**config.mk**
```make
export PLATFORM = sky130hd
export DESIGN_NAME = branch_predict_unit
export DESIGN_NICKNAME = d
export VERILOG_FILES = /design/src/rtl/cpu_bp_pkg.sv /design/src/rtl/bp_counter_next.sv /design/src/rtl/branch_predict_unit.sv
export SDC_FILE = /design/constraint.sdc
export NUM_CORES = 2
export LEC_CHECK = 0
export BUFFER_PORTS_ARGS = -buffer_cell sky130_fd_sc_hd__buf_2
export CAP_MARGIN = 15
export CORE_MARGIN = 10
export CORE_UTILIZATION = 60
export DETAILED_ROUTE_END_ITERATION = 10
export GPL_ROUTABILITY_DRIVEN = 1
export GPL_TIMING_DRIVEN = 0
export PLACE_DENSITY_LB_ADDON = 0.08
export REMOVE_ABC_BUFFERS = 1
export SETUP_SLACK_MARGIN = 0.15
export SLEW_MARGIN = 20
export SYNTH_ARGS = -nofsm -noshare
export SYNTH_HDL_FRONTEND = slang
export SYNTH_SLANG_ARGS = --single-unit
```
**constraint.sdc**
```tcl
create_clock -name clock -period 65.2 [get_ports clock]
set_input_delay 6.52 -clock clock [delete_from_list [all_inputs] [get_ports clock]]
set_output_delay 6.52 -clock clock [all_outputs]
set_load 0.02 [all_outputs]
```
**src/rtl/cpu_bp_pkg.sv**
```systemverilog
// rtl/cpu_bp_pkg.sv - shared counter encodings for the branch predictor
package cpu_bp_pkg;

   localparam logic [1:0] BP_SNT = 2'b00;
   localparam logic [1:0] BP_WNT = 2'b01;
   localparam logic [1:0] BP_WT  = 2'b10;
   localparam logic [1:0] BP_ST  = 2'b11;

   localparam logic [1:0] BP_CTR_INIT  = BP_WNT;
   localparam logic [1:0] BP_CTR_ALLOC = BP_WT;

   // Upper counter bit alone separates the taken half (WT/ST) from the not-taken half.
   function automatic logic bp_predict_taken(input logic [1:0] ctr);
      return ctr[1];
   endfunction

endpackage

```
**src/rtl/bp_counter_next.sv**
```systemverilog
// rtl/bp_counter_next.sv - saturating 2-bit branch counter next-state
module bp_counter_next
   import cpu_bp_pkg::*;
(
   input  logic [1:0] ctr,
   input  logic       taken,
   output logic [1:0] ctr_next
);

   always_comb begin
      ctr_next = ctr;
      if (taken) begin
         if (ctr != BP_ST) ctr_next = ctr + 2'd1;
      end else begin
         if (ctr != BP_SNT) ctr_next = ctr - 2'd1;
      end
   end

endmodule

```
**src/rtl/branch_predict_unit.sv**
```systemverilog
// rtl/branch_predict_unit.sv - IF-stage BHT/BTB predictor trained from ID resolution
module branch_predict_unit
   import cpu_bp_pkg::*;
#(
   parameter int INDEX_BITS = 4,
   parameter int TAG_BITS   = 26
) (
   input  logic        clock,
   input  logic        reset,
   input  logic [31:0] pc,
   output logic        Branch_predict,
   output logic [31:0] nextpc_predicted,
   input  logic        flush_all,
   input  logic        upd_valid,
   input  logic [31:0] upd_pc,
   input  logic        upd_taken,
   input  logic [31:0] upd_target,
   input  logic        upd_mispredict,
   output logic [31:0] branch_count,
   output logic [31:0] mispredict_count
);

   localparam int ENTRIES = 2 ** INDEX_BITS;

   logic                  valid_q [ENTRIES];
   logic [TAG_BITS-1:0]   tag_q   [ENTRIES];
   logic [1:0]            ctr_q   [ENTRIES];
   logic [31:0]           tgt_q   [ENTRIES];

   logic [INDEX_BITS-1:0] idx;
   logic [INDEX_BITS-1:0] uidx;
   logic [TAG_BITS-1:0]   tag;
   logic [TAG_BITS-1:0]   utag;
   logic                  hit;
   logic                  uhit;
   logic [1:0]            uctr_next;
   logic                  unused_pc_bits;

   assign idx  = pc[INDEX_BITS+1:2];
   assign tag  = pc[INDEX_BITS+TAG_BITS+1:INDEX_BITS+2];
   assign uidx = upd_pc[INDEX_BITS+1:2];
   assign utag = upd_pc[INDEX_BITS+TAG_BITS+1:INDEX_BITS+2];

   // Instructions are word aligned, so the byte offset never reaches the tables.
   assign unused_pc_bits = ^{pc[1:0], upd_pc[1:0]};

   // Lookup reads the registered tables directly: a same-cycle update is not bypassed.
   assign hit              = valid_q[idx] && (tag_q[idx] == tag);
   assign Branch_predict   = hit && bp_predict_taken(ctr_q[idx]);
   assign nextpc_predicted = Branch_predict ? tgt_q[idx] : pc + 32'd4;

   assign uhit = valid_q[uidx] && (tag_q[uidx] == utag);

   bp_counter_next u_ctr_next (
      .ctr      (ctr_q[uidx]),
      .taken    (upd_taken),
      .ctr_next (uctr_next)
   );

   always_ff @(posedge clock or posedge reset) begin
      if (reset) begin
         for (int i = 0; i < ENTRIES; i++) begin
            valid_q[i] <= 1'b0;
            tag_q[i]   <= '0;
            ctr_q[i]   <= BP_CTR_INIT;
            tgt_q[i]   <= '0;
         end
      end else if (flush_all) begin
         // Flush only drops valid bits; counters and targets survive for the next allocation.
         for (int i = 0; i < ENTRIES; i++) begin
            valid_q[i] <= 1'b0;
         end
      end else if (upd_valid) begin
         if (uhit) begin
            ctr_q[uidx] <= uctr_next;
            if (upd_taken) tgt_q[uidx] <= upd_target;
         end else if (upd_taken) begin
            valid_q[uidx] <= 1'b1;
            tag_q[uidx]   <= utag;
            tgt_q[uidx]   <= upd_target;
            ctr_q[uidx]   <= BP_CTR_ALLOC;
         end
      end
   end

   // Statistics count every resolution, even when a flush suppresses the table write.
   always_ff @(posedge clock or posedge reset) begin
      if (reset) begin
         branch_count     <= '0;
         mispredict_count <= '0;
      end else if (upd_valid) begin
         branch_count <= branch_count + 32'd1;
         if (upd_mispredict) mispredict_count <= mispredict_count + 32'd1;
      end
   end

endmodule

```
# After elaboration in Yosys (flattened, before gate mapping)

Index checks and enable logic that the tools add are counted.

$add $sub $neg: 5
Muxes and demuxes: 42
Bitwise gates (word level): 8
Magnitude comparators: 3
Equality and inequality tests: 4
Reductions and logical operators: 13

Operators with widths:

| kind                                          | number |
|---|---|
| bitwise mux 512 bit                           | 1 |
| bitwise mux 416 bit                           | 1 |
| binary-select mux 26 bit (select 4 bit)       | 2 |
| 2-to-1 mux 32 bit                             | 6 |
| 2-to-1 mux 26 bit                             | 5 |
| binary-select mux 32 bit (select 4 bit)       | 1 |
| demux 32 bit (select 4 bit)                   | 1 |
| demux 26 bit (select 4 bit)                   | 1 |
| adder 32 x 1 -> 32 bit, second input constant | 2 |
| 2-to-1 mux 16 bit                             | 4 |
| equality test 26 bit                          | 2 |
| adder 32 x 3 -> 32 bit, second input constant | 1 |
| bitwise mux 32 bit                            | 1 |
| OR 16 bit                                     | 2 |
| AND 16 bit                                    | 1 |
| binary-select mux 2 bit (select 4 bit)        | 2 |
| 2-to-1 mux 2 bit                              | 8 |
| NOT 16 bit                                    | 1 |
| >= comparator 5 bit, second input constant    | 2 |
| NOT 4 -> 5 bit                                | 2 |
| AND reduction 3 bit                           | 3 |
| binary-select mux 1 bit (select 4 bit)        | 2 |
| demux 2 bit (select 4 bit)                    | 1 |
| nonzero test 2 bit                            | 4 |
| other kinds (10)                              | 19 |

Register bits: 1,040
Input port bits: 102
Word-level logic and storage cells: 141
Output and inout port bits: 97

# Logic depth before layout (Yosys ltp)

Depth in word-level cells: 10
Gate-level depth with buffers: 18

# Modules after synthesis

Synthesis repeated with hierarchy kept, for this count alone.

Cell total of the unflattened synthesis: 3,537
Area, all modules: 53,361.2 um2

By module, submodules not included:

| module              | area each (um2) | cells each | times used | sequential area each (um2) |
|---|---|---|---|---|
| branch_predict_unit | 53,334.9        | 3,534      | 1          | 26,045.0 |
| bp_counter_next     | 26.3            | 3          | 1          | 0.0 |

# Worst setup path before layout

Ideal clock, no wire load.

Path kind: input-to-output
From: input port pc[2]
To: output port nextpc_predicted[2]
Path buffers: 3
Arrival time: 10.081 ns
Stages: 10
Path slack: 48.599 ns
Cell sequence: buf_2 > buf_1 > mux4_2 > mux4_2 > xnor2_1 > o211ai_1 > or4_1 > nor3b_2 > buf_2 > mux2i_1

Cells in the longest elaborated chain, start to end: 8

Ends and longest elaborated chain:

| element                                              | RTL line                                                                        | source |
|---|---|---|
| start: declaration                                   | branch_predict_unit.sv:10                                                       | `input logic [31:0] pc,` |
| NOT 4 -> 5 bit (not written as such)                 | branch_predict_unit.sv:48, branch_predict_unit.sv:49, branch_predict_unit.sv:50 |  |
| binary-select mux 26 bit (select 4 bit)              | branch_predict_unit.sv:48                                                       | `assign hit = valid_q[idx] && (tag_q[idx] == tag);` |
| 2-to-1 mux 26 bit (not written as such) (2 in a row) | branch_predict_unit.sv:48                                                       |  |
| equality test 26 bit                                 | branch_predict_unit.sv:48                                                       |  |
| logical AND 1 bit                                    | branch_predict_unit.sv:48                                                       |  |
| logical AND 1 bit                                    | branch_predict_unit.sv:49                                                       | `assign Branch_predict = hit && bp_predict_taken(ctr_q[idx]);` |
| 2-to-1 mux 32 bit (*)                                | branch_predict_unit.sv:50                                                       | `assign nextpc_predicted = Branch_predict ? tgt_q[idx] : pc + 32'd4;` |
| end: declaration                                     | branch_predict_unit.sv:12                                                       | `output logic [31:0] nextpc_predicted,` |

Mark *: on every way between the ends. The rest lies on a longest branch, timed or not. The select of a mux whose other input is x is not followed.

# Final worst setup path

From: input port pc[2]
To: output port nextpc_predicted[17]

The elaborated chain is that of the path after synthesis.

==> metrics.yaml <==
critical_path:
  criticalPathCategory: "in -> out"
  worstReg2RegEnd: "tag_q[86]$_DFFE_PP0P_"
  crit_top_cell: "buf_16"
  cp-start-kind: "primary input"
  required_ns: 58.68
  ff2ff_path_depth: 11
  crit_arrival_ns: 11.68
  r2r_slack_ns: 60.26
  crit_chain: "buf_8, buf_16, buf_16, buf_16, mux4_2, mux4_2, xnor2_1, o211ai_1, or4_1, nor3b_4, buf_6, buf_8, mux2_2, buf_2"
  crit_path_end_kind: "output port"
  slowest_stage: "nor3b_4"
  cpPeakStageDelay_ns: 0.67
  r2r_start: "tag_q[37]$_DFFE_PP0P_"
  cp_max_fo: 57
route:
  initialDrtViolationCount: 3244
  wl_met2_um: 71600
  detail-route-antenna-nets: 0
  top_layer: "met5"
  wirelength_met1_um: 59100
  drtPass1Iterations: 8
  routed_wl_um: 147000
  routed_via_density: 6.70
  num_vias: 32400
  drc: 0
  wire_per_inst_um: 30.4
  wl_met3_um: 10900
clock_tree:
  htreeDepth: 3
  cts_buffers: 110
  cts-resized-gates: 0
  post-cts-setup-buffer-count: 0
  cts_root_buffer: "clkbuf_16"
  cts_tree: "built"
  clock-sinks: 1040
  clock_latency_ns: 0.69
  clk_pin_slew_ns: 0.06
  cts_hold_buf: 0
  cts_buffer_depth: 3
floorplan:
  start_util_pct: 60.3
  ios: 199
  core_um2: 88100
  dieArea_um2: 101000
  die_w_um: 318
  rows: 109
  die_y_um: 318
worst_hold_path:
  worstHoldPathType: "reg -> reg"
  hold-path-endpoint: "mispredict_count[31]$_DFFE_PP0P_"
  hold_start: "mispredict_count[31]$_DFFE_PP0P_"
  worstHoldPathCells: 1
synthesis:
  syn-instance-count: 3497
  synth_area_leader_cell: "dfrtp_1"
  syn-cell-area_um2: 53100
  yosysSeqAreaShare_pct: 49.0
  ys.warnings.count: 0
  synth_top_area_share_pct: 48.2
  async_flop_share_pct: 100
  synth.distinct_cells: 70
  synth_edf_count: 0
  syn_area_per_cell_um2: 15.2
  synth.area.top_cells: "dfrtp_1 48%, mux2_2 16%, mux4_2 16%"
  synth_ff_type: "dfrtp_1"
  yosys_register_bits: 1040
placed_design:
  gp_congestion: 0.829
  placed_area_um2: 56100
  dp_hpwl_um: 94400
  portBuffers: 196
global_route:
  grt_usage_pct: 28.8
  grt_pass1_wl_um: 224000
  antenna_found_initial: 25
  grt_overflow: 0
  grt_max_degree: 114
  first_global_vias: 34900
power:
  p_leak_nw: 27.8
  p_per_area_nw_per_um2: 28.3
  vdd_drop_max_v: 0.0000246
sta:
  maxSlewViolCount: 0
  worst_slew_pin_slew_ns: 1.08
  fmax_mhz: 54.9
  finalClockSkew_ns: 0.0228
  fin_crit_sh_pct: 27.9
  fin_setup_tns_ns: 0
  relSlewSlack_pct: 27.6
  finalHoldViolCount: 0
  rsz0062_at_grt: "false"
  min_period_ns: 18.20
  finalSetupViolCount: 0
cells_and_area:
  final.fill_count: 5931
  syn2layout_area_growth_pct: 12.8
  nets: 3682
  drive_gt1_share_pct: 50.1
  final_cell_area_um2: 59900
run:
  maxCapViolCount: 0
run_status:
  status: "complete, no violations"
area by class of cell:
type / count / area [um^2] / area share, %
sequential: 1040 / 26000 / 43.5
multi-input combinational: 2118 / 25600 / 42.8
clock buffer: 170 / 3320 / 5.54
timing repair buffer: 266 / 2840 / 4.73
tap: 1165 / 1460 / 2.43
clock inverter: 34 / 452 / 0.754
inverter: 41 / 161 / 0.269
antenna: 9 / 22.5 / 0.0376
report_power, final:
group          leakage [nW]  internal (W)  switching [W]
clock                  1.85      0.000382       0.000265
combinational          12.2      0.000152       0.000115
sequential             13.8      0.000727      0.0000548
Yosys cell counts, drive strengths merged (39+ instances only):
cell type and n:
nand3 44, mux2 958, nand2 127, mux4 367, clkbuf 162, inv 41, xor2 41, buf 136
nor2 62, mux2i 109, xnor2 98, dfrtp 1024, o21ai 39
metal layers:
layer	vias up	track usage [%]
met5	-	0
li1	13300	-
met3	374	6.54
met4	30	10.3
met1	17400	38.1
met2	1260	46.6
critical path: cells and delay by family:
family / cells / cell delay [ns]
buf+inv: 7 / 1.92
mux: 3 / 1.47
simple gates: 2 / 1.28
xor+xnor: 1 / 0.16
compound gates: 1 / 0.12
worst max-delay path by stage:
stage | startpoint | endpoint | slack, ns | cells past startpoint
after CTS | pc[2] | nextpc_predicted[17] | 46.87 | 14
after floorplan | reset | branch_count[0]$_DFFE_PP0P_ | 29.44 | 1
after global routing | pc[2] | nextpc_predicted[20] | 46.69 | 14
after detailed placement | pc[2] | nextpc_predicted[17] | 46.90 | 14
after global placement | reset | tag_q[330]$_DFFE_PP0P_ | 21.35 | 2
final | pc[2] | nextpc_predicted[17] | 47.00 | 14
state kept, by name, summed over array words and instances, names as in the netlist:
| name | cells |
|---|---|
| mispredict_count | 32 |
| tgt_q | 512 |
| branch_count | 32 |
| ctr_q | 32 |
| valid_q | 16 |
| tag_q | 416 |
cells by family after synthesis:
family                   Yosys count  share of synthesized area (%)
XOR/XNOR                         139                           2.29
adder cells (fa/ha/maj)            5                          0.108
buffers and inverters            339                           3.14
multiplexers                    1434                           39.4
AND/OR/NAND/NOR                  364                           3.58
flip-flops                      1040                           49.0
AO/OA/AOI/OAI                    176                           2.44
cell usage in the layout, fill, tap and decap left out, types with 8 or more instances in the layout:
master,n
nand4_1,27
clkbuf_8,30
mux2i_1,109
nor3_1,8
xnor2_1,98
a221oi_1,10
mux2_4,209
buf_2,188
nand2_1,111
diode_2,9
a21o_1,16
clkinv_2,17
nand3_1,41
a22oi_1,20
o221a_2,16
and2_1,11
o221ai_1,16
nand2_4,16
inv_1,38
buf_16,56
bufinv_16,8
nor2_4,13
buf_12,9
nor2_1,48
mux2_2,742
and3_1,12
dfstp_2,16
clkbuf_1,28
dfrtp_1,1024
o21ai_0,39
mux4_2,367
nand2b_1,22
a21oi_1,13
nor2b_1,9
and4_1,10
buf_8,8
clkbuf_16,112
xor2_1,41
o211ai_1,8
per-stage QoR:
| stage | setup slack, ns | power [W] | hold slack (ns) | utilization [%] | cells |
|---|---|---|---|---|---|
| floorplan | 29.44 | 0.000961 | 0.466 | - | 3199 |
| global placement | 21.35 | 0.00104 | 0.451 | 61.3 | 4560 |
| detailed placement | 46.90 | 0.00106 | 0.461 | 63.7 | 4630 |
| CTS | 46.87 | 0.00170 | 0.470 | 68.0 | 4834 |
| global route | 46.69 | 0.00176 | 0.503 | 68.0 | 4839 |
| finish | 47.00 | 0.00169 | 0.464 | 68.0 | 4843 |
No activity file was read; power rests on OpenSTA's default activity.
